[config.mk]
export PLATFORM = sky130hd
export DESIGN_NAME = alu_seq_flat
export DESIGN_NICKNAME = d
export VERILOG_FILES = /design/src/rtl/alu_seq_if.sv /design/src/rtl/alu_seq.sv /design/src/flat_wrapper.sv
export SDC_FILE = /design/constraint.sdc
export NUM_CORES = 1
export LEC_CHECK = 0
export CAP_MARGIN = 10
export CORE_UTILIZATION = 60
export CTS_CLUSTER_SIZE = 40
export DETAILED_ROUTE_END_ITERATION = 8
export PLACE_DENSITY = 0.86
export SETUP_SLACK_MARGIN = 0.2
export SLEW_MARGIN = 20
export SYNTH_ARGS = -nofsm -noshare
export SYNTH_HDL_FRONTEND = slang
export SYNTH_SLANG_ARGS = --single-unit
[constraint.sdc]
create_clock -name clk -period 4.31 [get_ports clk]
set_input_delay 0.6465 -clock clk [delete_from_list [all_inputs] [get_ports clk]]
set_output_delay 0.6465 -clock clk [all_outputs]
set_load 0.01 [all_outputs]
[src/rtl/alu_seq_if.sv]
// ---------------------------------------------------------------------------
// alu_seq_if : handshake bundle between the register-file read stage, the
//              sequential ALU (alu_seq) and the writeback stage.
//
//   in_valid / in_ready  : operation request handshake (A, B, ALU_Sel)
//   out_valid / out_ready: result handshake (ALU_Out, CarryOut, Z)
//   busy                 : ALU is executing or holding a result
//   err                  : only present when ALU_SEQ_ERR_EN is defined;
//                          flags a result produced from an undefined opcode
//
// Modports: master = requester/consumer side, slave = the ALU.
// ---------------------------------------------------------------------------
interface alu_seq_if #(
    parameter int WIDTH = 8
);
    logic             in_valid;
    logic             in_ready;
    logic [WIDTH-1:0] A;
    logic [WIDTH-1:0] B;
    logic [3:0]       ALU_Sel;
    logic             out_valid;
    logic             out_ready;
    logic [WIDTH-1:0] ALU_Out;
    logic             CarryOut;
    logic             Z;
    logic             busy;
`ifdef ALU_SEQ_ERR_EN
    logic             err;

    modport master (
        output in_valid, A, B, ALU_Sel, out_ready,
        input  in_ready, out_valid, ALU_Out, CarryOut, Z, busy, err
    );

    modport slave (
        input  in_valid, A, B, ALU_Sel, out_ready,
        output in_ready, out_valid, ALU_Out, CarryOut, Z, busy, err
    );
`else
    modport master (
        output in_valid, A, B, ALU_Sel, out_ready,
        input  in_ready, out_valid, ALU_Out, CarryOut, Z, busy
    );

    modport slave (
        input  in_valid, A, B, ALU_Sel, out_ready,
        output in_ready, out_valid, ALU_Out, CarryOut, Z, busy
    );
`endif
endinterface

[src/rtl/alu_seq.sv]
// ---------------------------------------------------------------------------
// alu_seq : sequential ALU. Accepts one operation over a valid/ready request
//           handshake, runs it in an IDLE/EXEC/DONE FSM and presents a
//           registered result with CarryOut and Z over a valid/ready result
//           handshake. Shifts take one cycle per bit of distance; MUL is an
//           unsigned shift-add multiplier taking WIDTH cycles.
//
// Parameters:
//   WIDTH   : operand/result width (>= 2)
//   SHIFT_W : shift-amount width, equal to clog2(WIDTH)
//
// Ports:
//   clk   : system clock, rising edge
//   rst_n : asynchronous active-low reset
//   bus   : alu_seq_if.slave (in_valid, in_ready, A, B, ALU_Sel, out_valid,
//           out_ready, ALU_Out, CarryOut, Z, busy [, err])
//
// Optional feature: define ALU_SEQ_ERR_EN to add bus.err, which rises with
// out_valid for an undefined opcode and clears on the result handshake.
// ---------------------------------------------------------------------------
module alu_seq #(
    parameter int WIDTH   = 8,
    parameter int SHIFT_W = 3
) (
    input  logic     clk,
    input  logic     rst_n,
    alu_seq_if.slave bus
);
    localparam logic [3:0] OP_ADD = 4'b0001;
    localparam logic [3:0] OP_SUB = 4'b0010;
    localparam logic [3:0] OP_NOR = 4'b0011;
    localparam logic [3:0] OP_AND = 4'b0100;
    localparam logic [3:0] OP_OR  = 4'b0101;
    localparam logic [3:0] OP_EQ  = 4'b0110;
    localparam logic [3:0] OP_XOR = 4'b0111;
    localparam logic [3:0] OP_LT  = 4'b1000;
    localparam logic [3:0] OP_SHL = 4'b1011;
    localparam logic [3:0] OP_SHR = 4'b1100;
    localparam logic [3:0] OP_MUL = 4'b1101;

    // One extra counter bit so a MUL can load the full WIDTH cycle count.
    localparam logic [SHIFT_W:0] CNT_ONE  = {{SHIFT_W{1'b0}}, 1'b1};
    localparam logic [SHIFT_W:0] CNT_FULL = (SHIFT_W+1)'(WIDTH);

    typedef enum logic [1:0] {
        IDLE = 2'b00,
        EXEC = 2'b01,
        DONE = 2'b10
    } state_t;

    state_t               state_r;
    state_t               state_s;
    logic [WIDTH-1:0]     a_r;      // captured multiplicand
    logic [WIDTH-1:0]     a_s;
    logic [WIDTH-1:0]     work_r;   // shift working register
    logic [WIDTH-1:0]     work_s;
    logic [2*WIDTH-1:0]   acc_r;    // {partial product high, multiplier/low}
    logic [2*WIDTH-1:0]   acc_s;
    logic [3:0]           op_r;
    logic [3:0]           op_s;
    logic [SHIFT_W:0]     cnt_r;
    logic [SHIFT_W:0]     cnt_s;
    logic [WIDTH-1:0]     out_r;
    logic [WIDTH-1:0]     out_s;
    logic                 carry_r;
    logic                 carry_s;
    logic                 z_r;
    logic                 z_s;
    logic [WIDTH:0]       res_s;
    logic [WIDTH:0]       mul_sum_s;
    logic                 shift_bit_s;
    logic [SHIFT_W-1:0]   amt_s;
    logic                 is_shift_s;
    logic                 multi_s;

    // Single-cycle operations; bit WIDTH is the carry/borrow.
    function automatic logic [WIDTH:0] single_op(
        input logic [WIDTH-1:0] a,
        input logic [WIDTH-1:0] b,
        input logic [3:0]       sel
    );
        logic [WIDTH:0] r;
        r = '0;
        case (sel)
            OP_ADD:  r = {1'b0, a} + {1'b0, b};
            // Borrow falls out as the top bit of the widened difference.
            OP_SUB:  r = {1'b0, a} - {1'b0, b};
            OP_NOR:  r = {1'b0, ~(a | b)};
            OP_AND:  r = {1'b0, a & b};
            OP_OR:   r = {1'b0, a | b};
            OP_XOR:  r = {1'b0, a ^ b};
            OP_EQ:   r = {1'b0, {(WIDTH-1){1'b0}}, (a == b)};
            OP_LT:   r = {1'b0, {(WIDTH-1){1'b0}}, (a < b)};
            default: r = '0;
        endcase
        return r;
    endfunction

    function automatic logic op_defined(input logic [3:0] sel);
        logic d;
        case (sel)
            OP_ADD, OP_SUB, OP_NOR, OP_AND, OP_OR, OP_EQ, OP_XOR, OP_LT,
            OP_SHL, OP_SHR, OP_MUL: d = 1'b1;
            default:                d = 1'b0;
        endcase
        return d;
    endfunction

    assign amt_s      = bus.B[SHIFT_W-1:0];
    assign is_shift_s = (bus.ALU_Sel == OP_SHL) || (bus.ALU_Sel == OP_SHR);
    // A zero-distance shift completes like a single-cycle op.
    assign multi_s    = (bus.ALU_Sel == OP_MUL) ||
                        (is_shift_s && (amt_s != {SHIFT_W{1'b0}}));

    // FSM state register.
    always_ff @(posedge clk or negedge rst_n) begin
        if (!rst_n) begin
            state_r <= IDLE;
        end else begin
            state_r <= state_s;
        end
    end

    // FSM next-state logic.
    always_comb begin
        state_s = state_r;
        case (state_r)
            IDLE: begin
                if (bus.in_valid) begin
                    if (multi_s) begin
                        state_s = EXEC;
                    end else begin
                        state_s = DONE;
                    end
                end else begin
                    state_s = IDLE;
                end
            end
            EXEC: begin
                if (cnt_r == CNT_ONE) begin
                    state_s = DONE;
                end else begin
                    state_s = EXEC;
                end
            end
            DONE: begin
                if (bus.out_ready) begin
                    state_s = IDLE;
                end else begin
                    state_s = DONE;
                end
            end
            default: state_s = IDLE;
        endcase
    end

    // Datapath next values: capture on accept, one step per EXEC cycle,
    // result registers loaded only on entry to DONE.
    always_comb begin
        a_s         = a_r;
        work_s      = work_r;
        acc_s       = acc_r;
        op_s        = op_r;
        cnt_s       = cnt_r;
        out_s       = out_r;
        carry_s     = carry_r;
        z_s         = z_r;
        res_s       = '0;
        mul_sum_s   = '0;
        shift_bit_s = 1'b0;
        case (state_r)
            IDLE: begin
                if (bus.in_valid) begin
                    a_s    = bus.A;
                    work_s = bus.A;
                    op_s   = bus.ALU_Sel;
                    acc_s  = {{WIDTH{1'b0}}, bus.B};
                    if (bus.ALU_Sel == OP_MUL) begin
                        cnt_s = CNT_FULL;
                    end else if (is_shift_s) begin
                        cnt_s = {1'b0, amt_s};
                    end else begin
                        cnt_s = '0;
                    end
                    if (!multi_s) begin
                        if (is_shift_s) begin
                            out_s   = bus.A;
                            carry_s = 1'b0;
                            z_s     = (bus.A == {WIDTH{1'b0}});
                        end else begin
                            res_s   = single_op(bus.A, bus.B, bus.ALU_Sel);
                            out_s   = res_s[WIDTH-1:0];
                            carry_s = res_s[WIDTH];
                            z_s     = (res_s[WIDTH-1:0] == {WIDTH{1'b0}});
                        end
                    end else begin
                        out_s = out_r;
                    end
                end else begin
                    cnt_s = cnt_r;
                end
            end
            EXEC: begin
                cnt_s = cnt_r - CNT_ONE;
                if (op_r == OP_MUL) begin
                    // Add multiplicand into the high half when the current
                    // multiplier bit is set, then shift the pair right.
                    mul_sum_s = {1'b0, acc_r[2*WIDTH-1:WIDTH]} +
                                (acc_r[0] ? {1'b0, a_r} : {(WIDTH+1){1'b0}});
                    acc_s     = {mul_sum_s, acc_r[WIDTH-1:1]};
                    if (cnt_r == CNT_ONE) begin
                        out_s   = acc_s[WIDTH-1:0];
                        carry_s = |acc_s[2*WIDTH-1:WIDTH];
                        z_s     = (acc_s[WIDTH-1:0] == {WIDTH{1'b0}});
                    end else begin
                        out_s = out_r;
                    end
                end else begin
                    if (op_r == OP_SHL) begin
                        work_s      = {work_r[WIDTH-2:0], 1'b0};
                        shift_bit_s = work_r[WIDTH-1];
                    end else begin
                        work_s      = {1'b0, work_r[WIDTH-1:1]};
                        shift_bit_s = work_r[0];
                    end
                    if (cnt_r == CNT_ONE) begin
                        out_s   = work_s;
                        carry_s = shift_bit_s;
                        z_s     = (work_s == {WIDTH{1'b0}});
                    end else begin
                        out_s = out_r;
                    end
                end
            end
            DONE:    out_s = out_r;
            default: out_s = out_r;
        endcase
    end

    // Datapath and result registers.
    always_ff @(posedge clk or negedge rst_n) begin
        if (!rst_n) begin
            a_r     <= '0;
            work_r  <= '0;
            acc_r   <= '0;
            op_r    <= 4'b0000;
            cnt_r   <= '0;
            out_r   <= '0;
            carry_r <= 1'b0;
            z_r     <= 1'b0;
        end else begin
            a_r     <= a_s;
            work_r  <= work_s;
            acc_r   <= acc_s;
            op_r    <= op_s;
            cnt_r   <= cnt_s;
            out_r   <= out_s;
            carry_r <= carry_s;
            z_r     <= z_s;
        end
    end

    assign bus.in_ready  = (state_r == IDLE);
    assign bus.out_valid = (state_r == DONE);
    assign bus.busy      = (state_r != IDLE);
    assign bus.ALU_Out   = out_r;
    assign bus.CarryOut  = carry_r;
    assign bus.Z         = z_r;

`ifdef ALU_SEQ_ERR_EN
    logic err_r;
    logic err_s;

    // Error flag next value: set with the result of an undefined opcode.
    always_comb begin
        err_s = err_r;
        if ((state_r == IDLE) && bus.in_valid) begin
            err_s = !op_defined(bus.ALU_Sel);
        end else if ((state_r == DONE) && bus.out_ready) begin
            err_s = 1'b0;
        end else begin
            err_s = err_r;
        end
    end

    // Error flag register.
    always_ff @(posedge clk or negedge rst_n) begin
        if (!rst_n) begin
            err_r <= 1'b0;
        end else begin
            err_r <= err_s;
        end
    end

    assign bus.err = err_r;
`endif

endmodule

[src/flat_wrapper.sv]
// flat-port wrapper written by rule: the top's interface ports become plain ports
module alu_seq_flat 
#(
    parameter int WIDTH   = 8,
    parameter int SHIFT_W = 3
)
  (clk, rst_n, bus_in_valid, bus_A, bus_B, bus_ALU_Sel, bus_out_ready, bus_in_ready, bus_out_valid, bus_ALU_Out, bus_CarryOut, bus_Z, bus_busy);
  alu_seq_if #(.WIDTH(WIDTH)) bus_i ();
  input  logic clk;
  input  logic rst_n;
  input wire logic [$bits(bus_i.in_valid)-1:0] bus_in_valid;
  input wire logic [$bits(bus_i.A)-1:0] bus_A;
  input wire logic [$bits(bus_i.B)-1:0] bus_B;
  input wire logic [$bits(bus_i.ALU_Sel)-1:0] bus_ALU_Sel;
  input wire logic [$bits(bus_i.out_ready)-1:0] bus_out_ready;
  output wire logic [$bits(bus_i.in_ready)-1:0] bus_in_ready;
  output wire logic [$bits(bus_i.out_valid)-1:0] bus_out_valid;
  output wire logic [$bits(bus_i.ALU_Out)-1:0] bus_ALU_Out;
  output wire logic [$bits(bus_i.CarryOut)-1:0] bus_CarryOut;
  output wire logic [$bits(bus_i.Z)-1:0] bus_Z;
  output wire logic [$bits(bus_i.busy)-1:0] bus_busy;
  assign bus_i.in_valid = bus_in_valid;
  assign bus_i.A = bus_A;
  assign bus_i.B = bus_B;
  assign bus_i.ALU_Sel = bus_ALU_Sel;
  assign bus_i.out_ready = bus_out_ready;
  assign bus_in_ready = bus_i.in_ready;
  assign bus_out_valid = bus_i.out_valid;
  assign bus_ALU_Out = bus_i.ALU_Out;
  assign bus_CarryOut = bus_i.CarryOut;
  assign bus_Z = bus_i.Z;
  assign bus_busy = bus_i.busy;
  alu_seq #(.WIDTH(WIDTH), .SHIFT_W(SHIFT_W)) u_core (.clk(clk), .rst_n(rst_n), .bus(bus_i));
endmodule
## Word level (Yosys, flattened, before mapping)

Index checks and enable logic that the tools add are counted.

- Register bits: 52
- Logic and storage cells: 103

- Add/subtract/negate cells: 4
- Order comparisons: 1
- Equality and inequality tests: 22
- Mux-type cells: 46
- Bitwise operators: 4
- Reductions and logical operators: 17

Operators with widths:

| cell | count |
|---|---|
| 2-to-1 mux 8 bit | 12 |
| case mux 9 bit (8 select lines) | 1 |
| 2-to-1 mux 9 bit | 4 |
| logical NOT 8 bit | 4 |
| 2-to-1 mux 16 bit | 2 |
| case mux 16 bit (2 select lines) | 1 |
| case mux 8 bit (2 select lines) | 2 |
| == test 4 bit, second input constant | 6 |
| == test 4 x 3 -> 1 bit, second input constant | 4 |
| 2-to-1 mux 1 bit | 13 |
| adder 8 x 8 -> 9 bit | 1 |
| adder 8 x 9 -> 9 bit | 1 |
| subtractor 8 x 8 -> 9 bit | 1 |
| bitwise AND 8 bit | 1 |
| == test 4 x 1 -> 1 bit, second input constant | 2 |
| == test 4 x 2 -> 1 bit, second input constant | 2 |
| == test 8 bit | 1 |
| less-than comparator 8 bit | 1 |
| 2-to-1 mux 2 bit | 4 |
| 2-to-1 mux 4 bit | 2 |
| inverter 8 bit | 1 |
| OR 8 bit | 1 |
| case mux 4 bit (2 select lines) | 1 |
| OR reduction 8 bit | 1 |
| 17 further kinds | 25 |

## Depth between registers and ports, before layout

Gate-level depths: netlist of the first run.

- Word-level depth: 12
- Gate-level depth with buffers: 11
- Gate-level depth less buffers: 11

## Least setup slack after synthesis of the first run

No wires, ideal clock.

- Path kind: input-to-reg
- Start: input port bus_A[0]
- End: register u_core.z_r (netlist: u_core.bus.Z)
- Library setup time: 0.103 ns
- Arrival: 2.788 ns
- Slack: 1.419 ns
- Stages on the path: 11
- Path buffers: 0
- Path through: inv_1 -> ha_1 -> inv_1 -> fa_1 -> and2b_1 -> o31a_1 -> a21boi_0 -> xnor2_1 -> o21ai_1 -> or4_1 -> o41ai_2

- Word-level cells in the longest chain between the ends: 12
- Elaborated cells between the ends (all ways): 19
- Classes of those cells: add/sub (2); order compare (1); eq/ne (1); mux (9); bitwise (4); reduce/logical (2)

RTL lines:

| item | line | source |
|---|---|---|
| start, declared | flat_wrapper.sv:12 | `input wire logic [$bits(bus_i.A)-1:0] bus_A;` |
| branches (longest 8 deep; another with subtractor 8 x 8 -> 9 bit) | - |  |
| 2-to-1 mux 1 bit * | alu_seq.sv:186 | `if (is_shift_s) begin` |
| 2-to-1 mux 1 bit * | alu_seq.sv:185 | `if (!multi_s) begin` |
| 2-to-1 mux 1 bit * | alu_seq.sv:173 | `if (bus.in_valid) begin` |
| case mux 1 bit (2 select lines) * | alu_seq.sv:171 | `case (state_r)` |
| end signal, assigned | alu_seq.sv:259 | `z_r <= z_s;` |
| end, declared | alu_seq.sv:67 | `logic z_r;` |

Mark *: on every way between the ends. The select of a mux whose other input is x is not followed.
A chain may end at the register's enable or synchronous reset.

## Final worst setup path of the first run

Ends and elaborated chain as after synthesis.

==> results of run 1 <==
==> layout by cell type, fill, tap and decap left out, drive strengths merged, types with 5 or more instances in the layout <==
master,instances
a21o,8
o31ai,5
nand3,11
a211oi,8
clkbuf,6
xor2,6
nor4,6
nor2,45
a221oi,5
a21oi,33
ha,36
a31oi,12
o21ai,45
nor3,5
mux2i,11
o211ai,9
xnor2,5
dfrtp,52
and2,10
nor2b,5
inv,26
buf,11
clkdlybuf4s50,35
nand2b,8
nand2,86
a22oi,6
==> worst max-delay path by stage <==
stage | start | to | slack, ns | depth (start not counted)
2_1_floorplan | bus_A[0] | u_core.bus.Z | 1.42 | 11
3_3_place_gp | bus_A[0] | u_core.bus.Z | 0.69 | 12
3_5_place_dp | bus_A[0] | u_core.bus.Z | 0.49 | 12
4_1_cts | bus_A[0] | u_core.bus.Z | 0.81 | 12
5_1_grt | bus_A[0] | u_core.bus.Z | 0.59 | 12
6_report | bus_A[0] | u_core.bus.Z | 0.73 | 12
==> layout make-up <==
type	instances	area share [%]
clock buffer	6	1.66
multi-input combinational	436	58.7
sequential	52	26.2
tap	99	2.50
clock inverter	2	0.303
timing repair buffer	46	8.68
inverter	26	1.97
==> worst max-delay path: stages <==
cell,delay [ns]
clkdlybuf4s50_1,0.55
inv_1,0.17
ha_1,0.19
inv_1,0.06
fa_1,0.39
and2b_1,0.19
o31a_1,0.28
a21boi_0,0.30
xnor2_1,0.16
o21ai_1,0.08
or4_1,0.52
o41ai_2,0.25
==> cells by family after synthesis <==
| logic type | Yosys count | share of synthesized area [%] |
|---|---|---|
| xor+xnor | 11 | 2.15 |
| flops | 52 | 29.0 |
| mux | 15 | 3.46 |
| fa+ha+maj | 39 | 11.4 |
| compound gates | 164 | 25.0 |
| buf+inv | 58 | 6.14 |
| simple gates | 207 | 22.9 |
==> registers in the layout, indices dropped and copies added, names as in the netlist <==
signal and count:
u_core.bus.CarryOut 1, u_core.a_r 8, u_core.op_r 4, u_core.cnt_r 4
u_core.state_r 2, u_core.bus.Z 1, u_core.bus.ALU_Out 8, u_core.acc_r 16
u_core.work_r 8
==> stage by stage <==
step                      instance area [µm²]  hold slack [ns]  instances  total power, mW
after global placement                   4860            0.456        659             1.92
after CTS                                4960            0.480        667             2.25
after global routing                     4960            0.506        667             2.42
after floorplan                          4480            0.351        546             1.55
final                                    4960            0.454        667             2.26
after detailed placement                 4860            0.464        659             1.95
==> per-layer routing <==
metal | vias to the layer above | track usage (%)
met1 | 2014 | 45.3
met5 | - | 0
met4 | 0 | 8.36
met3 | 41 | 6.90
li1 | 1998 | -
met2 | 236 | 55.0
==> power by group <==
| group | internal (mW) | switching (mW) |
|---|---|---|
| sequential | 0.687 | 0.185 |
| combinational | 0.468 | 0.621 |
| clock | 0.130 | 0.174 |
==> flow_summary.json, run 1 <==
{
  "outcome": "finished clean",
  "clk_latency_ns": 0.31,
  "cts_sinks": 52,
  "dr.max_layer_used": "met4",
  "worst_setup_path_end_kind": "flip-flop",
  "drt_iter0_drc": 428,
  "floorplan.initialDensity_pct": 61.8,
  "routabilityCongestion": 0.967,
  "port_buffers": 36,
  "cp.required_ns": 4.52,
  "synth_edf_count": 0,
  "r2r_start": "u_core.acc_r[0]",
  "fin_util_pct": 68.4,
  "slew_headroom_pct": 38.3,
  "synthCells": 546,
  "startpoint_type": "primary input",
  "fmaxAchievable_ghz": 0.279,
  "slew_violations": 0,
  "async_flop_share_pct": 100,
  "grt_pass1_vias": 3924,
  "hold_viol": 0,
  "post_drt_wl_per_cell_um": 18.8,
  "grt_pass1_wl_um": 19900,
  "finalCriticalPeriod_ns": 3.58,
  "cts_hold_buffers": 0,
  "route.met3.wl_um": 1060,
  "tightest_slew_ns": 0.926,
  "grt_use_total_pct": 33.5,
  "total_leakage_power_nw": 2.23,
  "dpl_worst_slack_ns": 0.489,
  "synth_most_common_cell": "nand2_1",
  "clockRootBuffer": "clkbuf_8",
  "routed_wl_um": 12500,
  "cts_buffer_depth": 2,
  "num_rows": 31,
  "grt-ovfl-total": 0,
  "post_cts_buffers": 0,
  "setup_ws_ns": 0.729,
  "syn_nets": 609,
  "yosys_warnings": 0,
  "seq_area_frac_synth_pct": 29.0,
  "seqCellArea_um2": 1300,
  "netlist_top_cells_area": "dfrtp_1 29%, ha_1 10%, nand2_1 7.2%, o21ai_0 4.6%, nor2_1 3.7%",
  "hold_class": "primary input to async pin",
  "nNetsFinal": 630,
  "viasPerCell": 6.43,
  "irDropWorstVdd_mv": 0.275,
  "drc_errors": 0,
  "multi_input_area_um2": 2910,
  "syn_avg_cell_area_um2": 8.21,
  "ctsResizeCount": 0,
  "dp_hpwl_um": 9580,
  "reg2reg_to": "u_core.bus.CarryOut",
  "fillers": 636,
  "ant_nets": 0,
  "antenna_found_initial": 0,
  "area_growth_pct": 10.6,
  "wl_met2_um": 5860,
  "synth_largest_area_cell": "dfrtp_1",
  "ys_ff_latch": 52,
  "setup_violations": 0,
  "crit_type": "primary input to flip-flop",
  "cap_violations": 0,
  "dieHeight_um": 88.5,
  "period_share_pct": 83.1,
  "cp_max_fo": 5,
  "finClkSkew_ns": 0.00874,
  "grt_start_max_net_pins": 53,
  "ios": 37,
  "die-area_um2": 7820,
  "final.setup.tns_ns": 0,
  "clkSlewWorstSetupHoldPaths_ns": 0.10,
  "drt_first_pass_iters": 8,
  "synth-main-ff-cell": "dfrtp_1",
  "core-area_um2": 7250,
  "wl_met1_um": 5230,
  "cts_max_level": 2,
  "vias": 4289,
  "cts_tree": "built",
  "critPathArrivalTime_ns": 3.79,
  "synth_top_cell_area_share_pct": 29.0,
  "r2r_slack_ns": 1.24,
  "dieWidth_um": 88.5,
  "rsz0062_at_grt": "false",
  "drive_above_1_share_pct": 6.69,
  "cts_buffers": 5,
  "syn_area_um2": 4480,
  "synth.distinct_cells": 73,
  "n_antenna_cell": 0,
  "rr_worst_depth": 10,
  "p_per_area_nw_per_um2": 456,
  "synth_common_cells": "86 x nand2_1, 52 x dfrtp_1, 44 x nor2_1"
}
(Power assumes the default switching activity.)
==> run 2, diff against run 1 <==
--- a/config.mk
+++ b/config.mk
@@ -6,10 +6,10 @@
 export NUM_CORES = 1
 export LEC_CHECK = 0
 export CAP_MARGIN = 10
-export CORE_UTILIZATION = 60
+export CORE_UTILIZATION = 54
 export CTS_CLUSTER_SIZE = 40
 export DETAILED_ROUTE_END_ITERATION = 8
-export PLACE_DENSITY = 0.86
+export PLACE_DENSITY = 0.82
 export SETUP_SLACK_MARGIN = 0.2
 export SLEW_MARGIN = 20
 export SYNTH_ARGS = -nofsm -noshare
==> constraint.sdc (replaced) <==
create_clock -name clk -period 3.2 [get_ports clk]
set_input_delay 0.48 -clock clk [delete_from_list [all_inputs] [get_ports clk]]
set_output_delay 0.48 -clock clk [all_outputs]
set_load 0.01 [all_outputs]
==> run 2 against run 1 <==
  * Via count up 4.7%
  * Sequential share of layout area down 2.1 points
  * Core utilization about the same
  * Clock power up 54%
  * Sequential cell count unchanged
  * Total power up 43%
  * Combinational power up 47%
  * Register-to-register slack worse by 0.90 ns
  * Clock-buffer cell count unchanged
  * Highest routed layer unchanged
==> flow_summary.json, run 2 (synthesis gave the netlist of run 1 again) <==
{
  "outcome": "finished clean",
  "stdcell_count": 725,
  "swShare_pct": 41.5,
  "cp.required_ns": 3.44,
  "crit_type": "primary input to flip-flop",
  "power_switching_mw": 1.34,
  "combPwrFrac_pct": 49.4,
  "finalCriticalPeriod_ns": 2.92,
  "die-area_um2": 8670,
  "drc_errors": 0,
  "cts_max_level": 2,
  "hold_class": "primary input to async pin",
  "core-area_um2": 7890,
  "fmaxAchievable_ghz": 0.343,
  "slew_headroom_pct": 53.0,
  "num_rows": 32,
  "drive_above_1_share_pct": 15.4,
  "clk_latency_ns": 0.32,
  "grt_start_max_net_pins": 40,
  "final.setup.tns_ns": 0,
  "dpl_worst_slack_ns": -0.223,
  "irDropWorstVdd_mv": 0.416,
  "final_common_cell": "nand2_1",
  "area_growth_pct": 20.4,
  "port_buffers": 36,
  "finClkSkew_ns": 0.0156,
  "setup_ws_ns": 0.285,
  "period_share_pct": 91.1,
  "floorplan.initialDensity_pct": 56.9,
  "cap_violations": 0,
  "p_int_mw": 1.89,
  "viasPerCell": 6.20,
  "tightest_slew_ns": 0.703,
  "dieWidth_um": 93.1,
  "grt-ovfl-total": 0,
  "cts_buffer_depth": 2,
  "drt_first_pass_iters": 5,
  "rsz0062_at_grt": "true",
  "total_leakage_power_nw": 2.52,
  "drt_iter0_drc": 411,
  "fillers": 657,
  "clockRootBuffer": "clkbuf_8",
  "routabilityCongestion": 0.964,
  "largest_register_ff_count": 16,
  "routed_wl_um": 13400,
  "p_per_area_nw_per_um2": 599,
  "seqPwrFrac_pct": 36.2,
  "clkSlewWorstSetupHoldPaths_ns": 0.10,
  "fin_util_pct": 68.4,
  "post_drt_wl_per_cell_um": 18.4,
  "hold_viol": 0,
  "nNetsFinal": 685,
  "setup_violations": 0,
  "ios": 37,
  "cts_buffers": 5,
  "dp.cells": 714,
  "grt_pass1_vias": 4346,
  "finalPower_mw": 3.24,
  "n_antenna_cell": 0,
  "grt_pass1_wl_um": 21500,
  "worst_setup_path_end_kind": "flip-flop",
  "cts_tree": "built",
  "critPathArrivalTime_ns": 3.15,
  "final_cell_mix": "86 x nand2_1, 65 x buf_4, 51 x dfrtp_1, 44 x nor2_1, 40 x o21ai_0",
  "cts_sinks": 52,
  "ant_nets": 0,
  "top_register": "u_core.acc_r",
  "dp_hpwl_um": 10300,
  "cp_max_fo": 4,
  "slew_violations": 0,
  "dieHeight_um": 93.1,
  "antenna_found_initial": 0,
  "clkPwrFrac_pct": 14.4,
  "grt_use_total_pct": 32.0,
  "vias": 4492,
  "startpoint_type": "primary input"
}
==> run 2: cell types whose count changed in the layout (fill, tap and decap cells not counted), sizes merged <==
cell           before  now
clkdlybuf4s50      35   32
buf                11   66
inv                26   27
dlygate4sd2         0    2
dlymetal6s2s        0    1
bufinv              0    1
clkinvlp            2    0
==> run 2: path summary, 6_finish.rpt <==
path                                       from                     to  slack, ns  depth (start not counted)
worst max-delay path                   bus_B[1]  u_core.bus.ALU_Out[5]       0.28                         12
max in group asynchronous                 rst_n        u_core.acc_r[5]       2.36                          2
worst min register to register    u_core.a_r[6]          u_core.a_r[6]       0.49                          2
worst min-delay path                      rst_n        u_core.acc_r[9]       0.03                          1
worst max register to register  u_core.acc_r[0]    u_core.bus.CarryOut       0.34                         10
min in group clk                  u_core.a_r[6]          u_core.a_r[6]       0.49                          2
==> run 2: metal layers <==
layer / vias up / part of all wire, % / GRT usage, %
li1: 2110 / - / -
met1: 2113 / 43 / 42.8
met2: 229 / 45 / 50.7
met3: 40 / 8.4 / 7.07
met4: 0 / 3.3 / 11.5
met5: - / 0 / 0
==> run 2: critical path, cell delays in order <==
cell and delay (ns):
clkdlybuf4s50_1 0.49, inv_1 0.09, buf_4 0.15, ha_1 0.32
buf_4 0.15, a211o_1 0.27, o2111ai_1 0.24, a31oi_1 0.15
o311a_1 0.15, a21oi_1 0.25, o211ai_1 0.21, a31oi_1 0.20
==> run 2: cell type report <==
class,count,area (µm²),share of cell area [%]
Multi-Input combinational cell,436,2920,54.0
Timing Repair Buffer,101,843,15.6
Inverter,26,97.6,1.81
Tap cell,102,128,2.36
Clock inverter,2,38.8,0.719
Clock buffer,6,72.6,1.34
Sequential cell,52,1300,24.1
==> run 2: timing repair <==
action / in CTS / in global routing
gates resized for setup: 6 / 3
setup buffers: 0 / 3
hold buffers: 0 / 0
setup endpoints to repair: 2 / 5
pin swaps: 0 / 2
==> run 2: power by group through the flow <==
stage	Combinational (mW)	Clock, mW	Sequential [mW]
after detailed placement	1.54	0	1.18
after global routing	1.76	0.499	1.20
after global placement	1.50	0	1.16
after CTS	1.55	0.469	1.17
after floorplan	0.958	0	1.13
final	1.60	0.467	1.17
==> run 2: per-stage QoR <==
stage	hold slack [ns]	cell area [µm²]
2_1_floorplan	0.184	4480
3_3_place_gp	0.386	5260
3_5_place_dp	0.390	5260
4_1_cts	0.0406	5370
5_1_grt	0.0398	5400
6_report	0.0297	5400
